[config.mk]
export PLATFORM = sky130hd
export DESIGN_NAME = mem_port_arbiter
export DESIGN_NICKNAME = d
export VERILOG_FILES = /design/src/rtl/mem_port_arbiter.sv
export SDC_FILE = /design/constraint.sdc
export NUM_CORES = 1
export LEC_CHECK = 0
export CAP_MARGIN = 15
export CORE_ASPECT_RATIO = 1.75
export CORE_MARGIN = 4
export CORE_UTILIZATION = 42
export CTS_BUF_LIST = sky130_fd_sc_hd__clkbuf_8
export DETAILED_ROUTE_END_ITERATION = 8
export GPL_TIMING_DRIVEN = 0
export PLACE_DENSITY = 0.83
export SYNTH_ARGS = -nofsm -noshare
export SYNTH_HDL_FRONTEND = slang
export SYNTH_SLANG_ARGS = --single-unit
[constraint.sdc]
create_clock -name clk -period 1.92 [get_ports clk]
set_input_delay 0.288 -clock clk [delete_from_list [all_inputs] [get_ports clk]]
set_output_delay 0.288 -clock clk [all_outputs]
set_load 0.02 [all_outputs]
[src/rtl/mem_port_arbiter.sv]
// Arbiter/sequencer for the multi-cycle CPU's single shared memory port.
// Data accesses win arbitration; a bounded grant streak keeps fetch moving.
module mem_port_arbiter #(
  parameter int unsigned STARVE_LIMIT = 4
) (
  input  logic        clk,
  input  logic        rst,
  input  logic        if_req,
  input  logic [31:0] if_addr,
  output logic        if_done,
  output logic [31:0] if_rdata,
  input  logic        dm_req,
  input  logic        dm_we,
  input  logic [31:0] dm_addr,
  input  logic [31:0] dm_wdata,
  output logic        dm_done,
  output logic [31:0] dm_rdata,
  output logic        mem_req,
  output logic        mem_we,
  output logic [31:0] mem_addr,
  output logic [31:0] mem_wdata,
  input  logic        mem_ready,
  input  logic [31:0] mem_rdata,
  output logic        busy,
  output logic        owner
);

  localparam int unsigned SW = $clog2(STARVE_LIMIT + 1);
  localparam logic [SW-1:0] LIMIT = SW'(STARVE_LIMIT);

  typedef enum logic [1:0] {IDLE, IF_BUSY, DM_BUSY} state_t;

  state_t state, state_nx;

  logic          if_elig, dm_elig, if_grant, dm_grant, mem_done;
  logic [SW-1:0] streak, streak_nx;
  logic          mem_req_nx, mem_we_nx, if_done_nx, dm_done_nx, busy_nx, owner_nx;
  logic [31:0]   mem_addr_nx, mem_wdata_nx, if_rdata_nx, dm_rdata_nx;

  // A requester whose done is still high is finishing, not asking again.
  always_comb begin
    if_elig  = if_req & ~if_done;
    dm_elig  = dm_req & ~dm_done;
    dm_grant = (state == IDLE) & dm_elig & (~if_elig | (streak != LIMIT));
    if_grant = (state == IDLE) & if_elig & ~dm_grant;
    mem_done = (state != IDLE) & mem_req & mem_ready;
  end

  // State register
  always_ff @(posedge clk or negedge rst) begin
    if (!rst) state <= IDLE;
    else      state <= state_nx;
  end

  // Next-state logic
  always_comb begin
    state_nx = state;
    case (state)
      IDLE: begin
        if (dm_grant)      state_nx = DM_BUSY;
        else if (if_grant) state_nx = IF_BUSY;
      end
      IF_BUSY, DM_BUSY: begin
        if (mem_done) state_nx = IDLE;
      end
      default: state_nx = IDLE;
    endcase
  end

  // Next values of the registered outputs
  always_comb begin
    mem_req_nx   = mem_req;
    mem_we_nx    = mem_we;
    mem_addr_nx  = mem_addr;
    mem_wdata_nx = mem_wdata;
    if_rdata_nx  = if_rdata;
    dm_rdata_nx  = dm_rdata;
    owner_nx     = owner;
    streak_nx    = streak;
    if_done_nx   = 1'b0;
    dm_done_nx   = 1'b0;
    busy_nx      = (state_nx != IDLE);
    case (state)
      IDLE: begin
        if (if_grant || !if_req)           streak_nx = '0;
        else if (dm_grant && streak != LIMIT) streak_nx = streak + SW'(1);
        if (dm_grant) begin
          mem_req_nx   = 1'b1;
          mem_we_nx    = dm_we;
          mem_addr_nx  = dm_addr & ~32'h3;
          mem_wdata_nx = dm_wdata;
          owner_nx     = 1'b1;
        end else if (if_grant) begin
          mem_req_nx   = 1'b1;
          mem_we_nx    = 1'b0;
          mem_addr_nx  = if_addr & ~32'h3;
          mem_wdata_nx = 32'h0;
          owner_nx     = 1'b0;
        end
      end
      default: begin
        if (mem_done) begin
          mem_req_nx = 1'b0;
          if (state == IF_BUSY) begin
            if_done_nx  = 1'b1;
            if_rdata_nx = mem_rdata;
          end else begin
            dm_done_nx = 1'b1;
            if (!mem_we) dm_rdata_nx = mem_rdata;
          end
        end
      end
    endcase
  end

  // Output and streak registers
  always_ff @(posedge clk or negedge rst) begin
    if (!rst) begin
      mem_req   <= 1'b0;
      mem_we    <= 1'b0;
      mem_addr  <= 32'h0;
      mem_wdata <= 32'h0;
      if_rdata  <= 32'h0;
      dm_rdata  <= 32'h0;
      if_done   <= 1'b0;
      dm_done   <= 1'b0;
      busy      <= 1'b0;
      owner     <= 1'b0;
      streak    <= '0;
    end else begin
      mem_req   <= mem_req_nx;
      mem_we    <= mem_we_nx;
      mem_addr  <= mem_addr_nx;
      mem_wdata <= mem_wdata_nx;
      if_rdata  <= if_rdata_nx;
      dm_rdata  <= dm_rdata_nx;
      if_done   <= if_done_nx;
      dm_done   <= dm_done_nx;
      busy      <= busy_nx;
      owner     <= owner_nx;
      streak    <= streak_nx;
    end
  end

endmodule

After elaboration in Yosys (flattened, before gate mapping)

Cells that the tools add are included.

Flip-flop bits (word level): 139
Bits in latches: 0
Memory bits (writable): 0
Memory bits (read-only): 0
Bits of input ports: 134
Output and inout port bits: 134
Word-level logic and storage cells: 71
Memories: 0

Add/sub/neg operators: 1
Multipliers: 0
Divide/modulo/power cells: 0
$lt $le $gt $ge: 0
Equality and inequality tests: 4
Shifts and indexed selects: 0
Mux-type cells: 23
Bitwise operators: 16
Reduce and logical (&&, ||, !) cells: 15

Operator list:

| kind                                                 | number |
|---|---|
| two-way mux 32 bit                                   | 4 |
| two-way mux 1 bit                                    | 13 |
| nonzero test 2 bit                                   | 5 |
| AND 1 bit                                            | 8 |
| NOT 1 bit                                            | 7 |
| two-way mux 2 bit                                    | 3 |
| two-way mux 3 bit                                    | 2 |
| inequality test 3 bit (second input constant)        | 2 |
| AND reduction 2 bit                                  | 3 |
| one-hot mux 2 bit (2 select lines)                   | 1 |
| AND reduction 4 bit                                  | 1 |
| adder 3 x 1 -> 3 bit (second input constant)         | 1 |
| AND reduction 3 bit                                  | 1 |
| equality test 2 x 1 -> 1 bit (second input constant) | 1 |
| equality test 2 bit (second input constant)          | 1 |
| logical NOT 2 bit                                    | 1 |
| OR reduction 2 bit                                   | 1 |
| logical AND 1 bit                                    | 1 |
| logical NOT 1 bit                                    | 1 |
| logical OR 1 bit                                     | 1 |
| OR 1 bit                                             | 1 |

Longest topological paths before layout

Depth in word-level cells: 11
Gate-level depth with buffers: 7
Gate-level depth less buffers: 5

Worst setup path before layout

Ideal clock, no wire load.

Kind: reg2reg
Start: register state[0]
End: register dm_rdata[11]
Library setup time: 0.125 ns
Data arrival time: 1.613 ns
Data required time: 1.795 ns
Slack: 0.182 ns
Stages on the path, launching flop included: 7
Path buffers: 1
Period minus slack after synthesis: 1.738 ns
Cell sequence: dfrtp_1 -> inv_1 -> ha_1 -> nand3b_4 -> nor3_4 -> buf_4 -> mux2_2

Word-level cells in the longest chain between the ends: 4
Elaborated cells on any way between the ends: 8
Those cells by class: eq/ne (1); bitwise (4); reduce/logical (3)

RTL lines:

| item                                   | RTL line | RTL |
|---|---|---|
| start: declaration                     | 33       | `state_t state, state_nx;` |
| start signal: assignment               | 52       | `else state <= state_nx;` |
| nonzero test 2 bit                     | 46       | `mem_done = (state != IDLE) & mem_req & mem_ready;` |
| AND 1 bit (2 in series)                | 46       |  |
| AND reduction 4 bit (no source line) * | -        |  |
| end signal: assignment                 | 136      | `dm_rdata <= dm_rdata_nx;` |
| end: declaration                       | 17       | `output logic [31:0] dm_rdata,` |

Mark *: on every way between the ends. The rest lies on a longest branch, timed or not.
A chain may end at the register's enable or synchronous reset.

Final worst setup path

Start: register state[1]
End: register dm_rdata[1]

The elaborated chain is that of the path after synthesis.

==> impl_results.md <==
* #FFs+latches synth at 137
* Core area at 12900 µm²
* Slew @ Worst Pin at 0.676 ns
* Gr ovfl total at 0
* Fin area at 8830 µm²
* Period utilization at 95.0%
* Number of H-tree levels at 4
* Final-stage net count at 802
* Share of layout cells above drive strength 1 at 19.0%
* GP Congestion at 0.767
* Routed wl met3 at 1360 µm
* Initial core utilization at 42.8%
* Row Count at 55
* Mapped cell area at 5510 µm²
* Pwr Density at 1690 nW/µm²
* VDD IR max at 0.000947 V
* Fin Hold WS at 0.417 ns
* Top sig layer: met4
* Synth top area share at 62.3%
* WL per Instance at 19.6 µm
* Placed inst area at 8370 µm²
* CTS Root Cell: clkbuf_8
* Crit-path max cell delay at 0.36 ns
* Post-route ant nets at 0
* Sequential-to-total area share from yosys stat at 62.3%
* Synth area leader: dfrtp_1
* Final-report hold violation count at 0
* Post-Syn Area per Cell at 14.6 µm²
* Initial antenna violation count at 0
* Wire length of the first global-routing pass at 26300 µm
* Crit start category: flop
* Synth Warn # at 0
* Chip Width at 94.6 µm
* CP most frequent cell: buf_6
* CTS clk-pin slew, worst paths at 0.09 ns
* Slew Limit Headroom at 54.9%
* Ant. Diodes at 0
* Critical-path cell list: inv_1 -> ha_4 -> nand3b_4 -> nor3_4 -> buf_6 -> buf_6 -> mux2_2
* DR iter-0 viols at 228
* LEAKAGE at 3.92 nW
* # fillers at 947
* Skew final at 0.0194 ns
* Netlist cell types at 35
* Dpl hpwl at 12800 µm
* Tot Pwr at 14.9 mW
* Final WS setup at 0.0967 ns
* F_max at 548 MHz
* Area of the die at 15100 µm²
* Total number of vias at 4422
* Hold Path Class: in2async
* Worst endpoint required time at 2.23 ns
* FF-to-FF setup slack at 0.1 ns
* Cell count after synthesis at 376
* Drt drc at 0
* Worst slack at placement at -0.171 ns
* Area Growth Syn to Fin at 60.3%
* Drt total wl at 16600 µm
* Critical path arrival at 2.13 ns
* CTS tree: done
* Clock buffer depth at 2
* Largest net degree at the start of global routing at 74
* Status: completed
* Most frequent cell after synthesis: dfrtp_1
* CTS sink count at 137
* Max_cap viols at 0
* Max Fanout on Critical Path at 10
* Synth async-reset ratio at 100%
* Minimum clock period at 1.82 ns
* Worst setup EP type: flop
* Commonest cells post-synth: dfrtp_1 (137), mux2_2 (63), a22o_1 (34), and3_1 (31), a221o_1 (30)
* Port Buffer Count at 261
* Number of global-route vias before repair at 4897
* Pre-antenna DRT Iters at 4
* I/O pins at 268
* Chip Height at 159 µm
* Slowest CP cell: dfrtp_1
* Metal-1 WL at 5720 µm
* Max-slew violation count at 0
* EDFF count, synth at 0
* Placed Cells at 810
* Unrepaired setup endpoints after global routing: false
* Number of buffers created by CTS at 17
* Vias per cell at 5.23
* Count of final setup violators at 0
* Largest cells by area after synthesis: dfrtp_1 (62%), mux2_2 (13%), a221o_1 (5.5%)
* Top FF cell, synth: dfrtp_1
* Met2 WL at 9180 µm
* Fin cells at 846
* Skew-Pair Late Insertion Delay at 0.44 ns
* WS Path Type: reg2reg
* GRT Util Overall at 22.4%
* Reg2reg path depth at 7
## per-layer routing
metal / up-vias / track usage [%]
li1: 1986 / -
met1: 2202 / 23.8
met2: 207 / 40.6
met3: 27 / 7.47
met4: 0 / 7.69
met5: - / 0
## timing repair
item                                    in CTS  in global routing
pin swaps                                    1                  1
endpoints found under the hold margin       72                  0
hold buffers                                 1                  0
resized for setup                            7                  2
buffers inserted                             4                  0
endpoints found under the setup margin      60                 20
## placed cells by master (no fill, tap or decap), types with 2 or more instances in the layout
master,n
buf_6,11
clkinv_2,2
ha_1,4
mux2_2,63
conb_1,2
buf_4,11
a211oi_1,2
nor2b_1,4
a221o_1,30
clkdlybuf4s50_1,260
inv_1,9
inv_6,2
clkinvlp_4,3
buf_2,7
nand2b_1,2
o21ai_0,3
bufinv_16,2
clkbuf_1,4
mux2_1,2
clkinv_4,3
a22oi_1,2
dfrtp_1,137
a22o_1,34
clkbuf_8,17
a21oi_1,3
and3_1,31
and2_1,2
nand2_1,4
## critical path: cells and delay by family (launching register included)
family | cells | cell delay, ns
buffers and inverters | 3 | 0.41
adders and majority gates | 1 | 0.21
muxes | 1 | 0.34
and+or+nand+nor | 2 | 0.39
DFF | 1 | 0.36
## cells by family after synthesis
group	after synthesis	share of synthesized area, %
DFF	137	62.3
AOI/OAI and AO/OA	81	12.9
muxes	65	13.3
and+or+nand+nor	50	6.00
buffers and inverters	37	4.32
adders and majority gates	5	1.14
other	1	0.0681
## final timing paths
path | startpoint | end
min in group clk | dm_wdata[3] | mem_wdata[3]
hold reg to reg | owner | owner
max in group asynchronous | rst | mem_addr[7]
hold / removal | rst | mem_wdata[5]
setup reg to reg | state[1] | dm_rdata[1]
setup / recovery | state[1] | dm_rdata[1]
## area by class of cell
class                      count  area, µm²  share of cell area [%]
sequential                   137       3430                    38.8
timing repair buffer         267       2690                    30.4
multi-input combinational    203       1860                    21.0
clock buffer                  17        234                    2.65
buffer                        29        226                    2.57
tap                          171        214                    2.42
clock inverter                14        151                    1.72
inverter                       8       30.0                   0.340
## power breakdown
part           total (mW)  switching, mW  leakage [nW]  internal (mW)
registers            4.96          0.749          1.70           4.22
logic                7.66           3.63          2.03           4.03
clock network        2.31           1.15         0.192           1.16
## state kept, by name (all words and copies together), names as in the netlist
register / flops
dm_rdata: 32
if_rdata: 32
mem_wdata: 32
mem_addr: 30
streak: 3
state: 2
busy: 1
dm_done: 1
if_done: 1
mem_req: 1
mem_we: 1
owner: 1
## stage by stage
| step | setup TNS, ns | util (%) |
|---|---|---|
| floorplan | 0 | - |
| global placement | -642.62 | 64.8 |
| detailed placement | -12.68 | 65.0 |
| CTS | 0 | 68.5 |
| global route | 0 | 68.6 |
| finish | 0 | 68.6 |
Note: power is estimated with default switching activity, not from simulation.
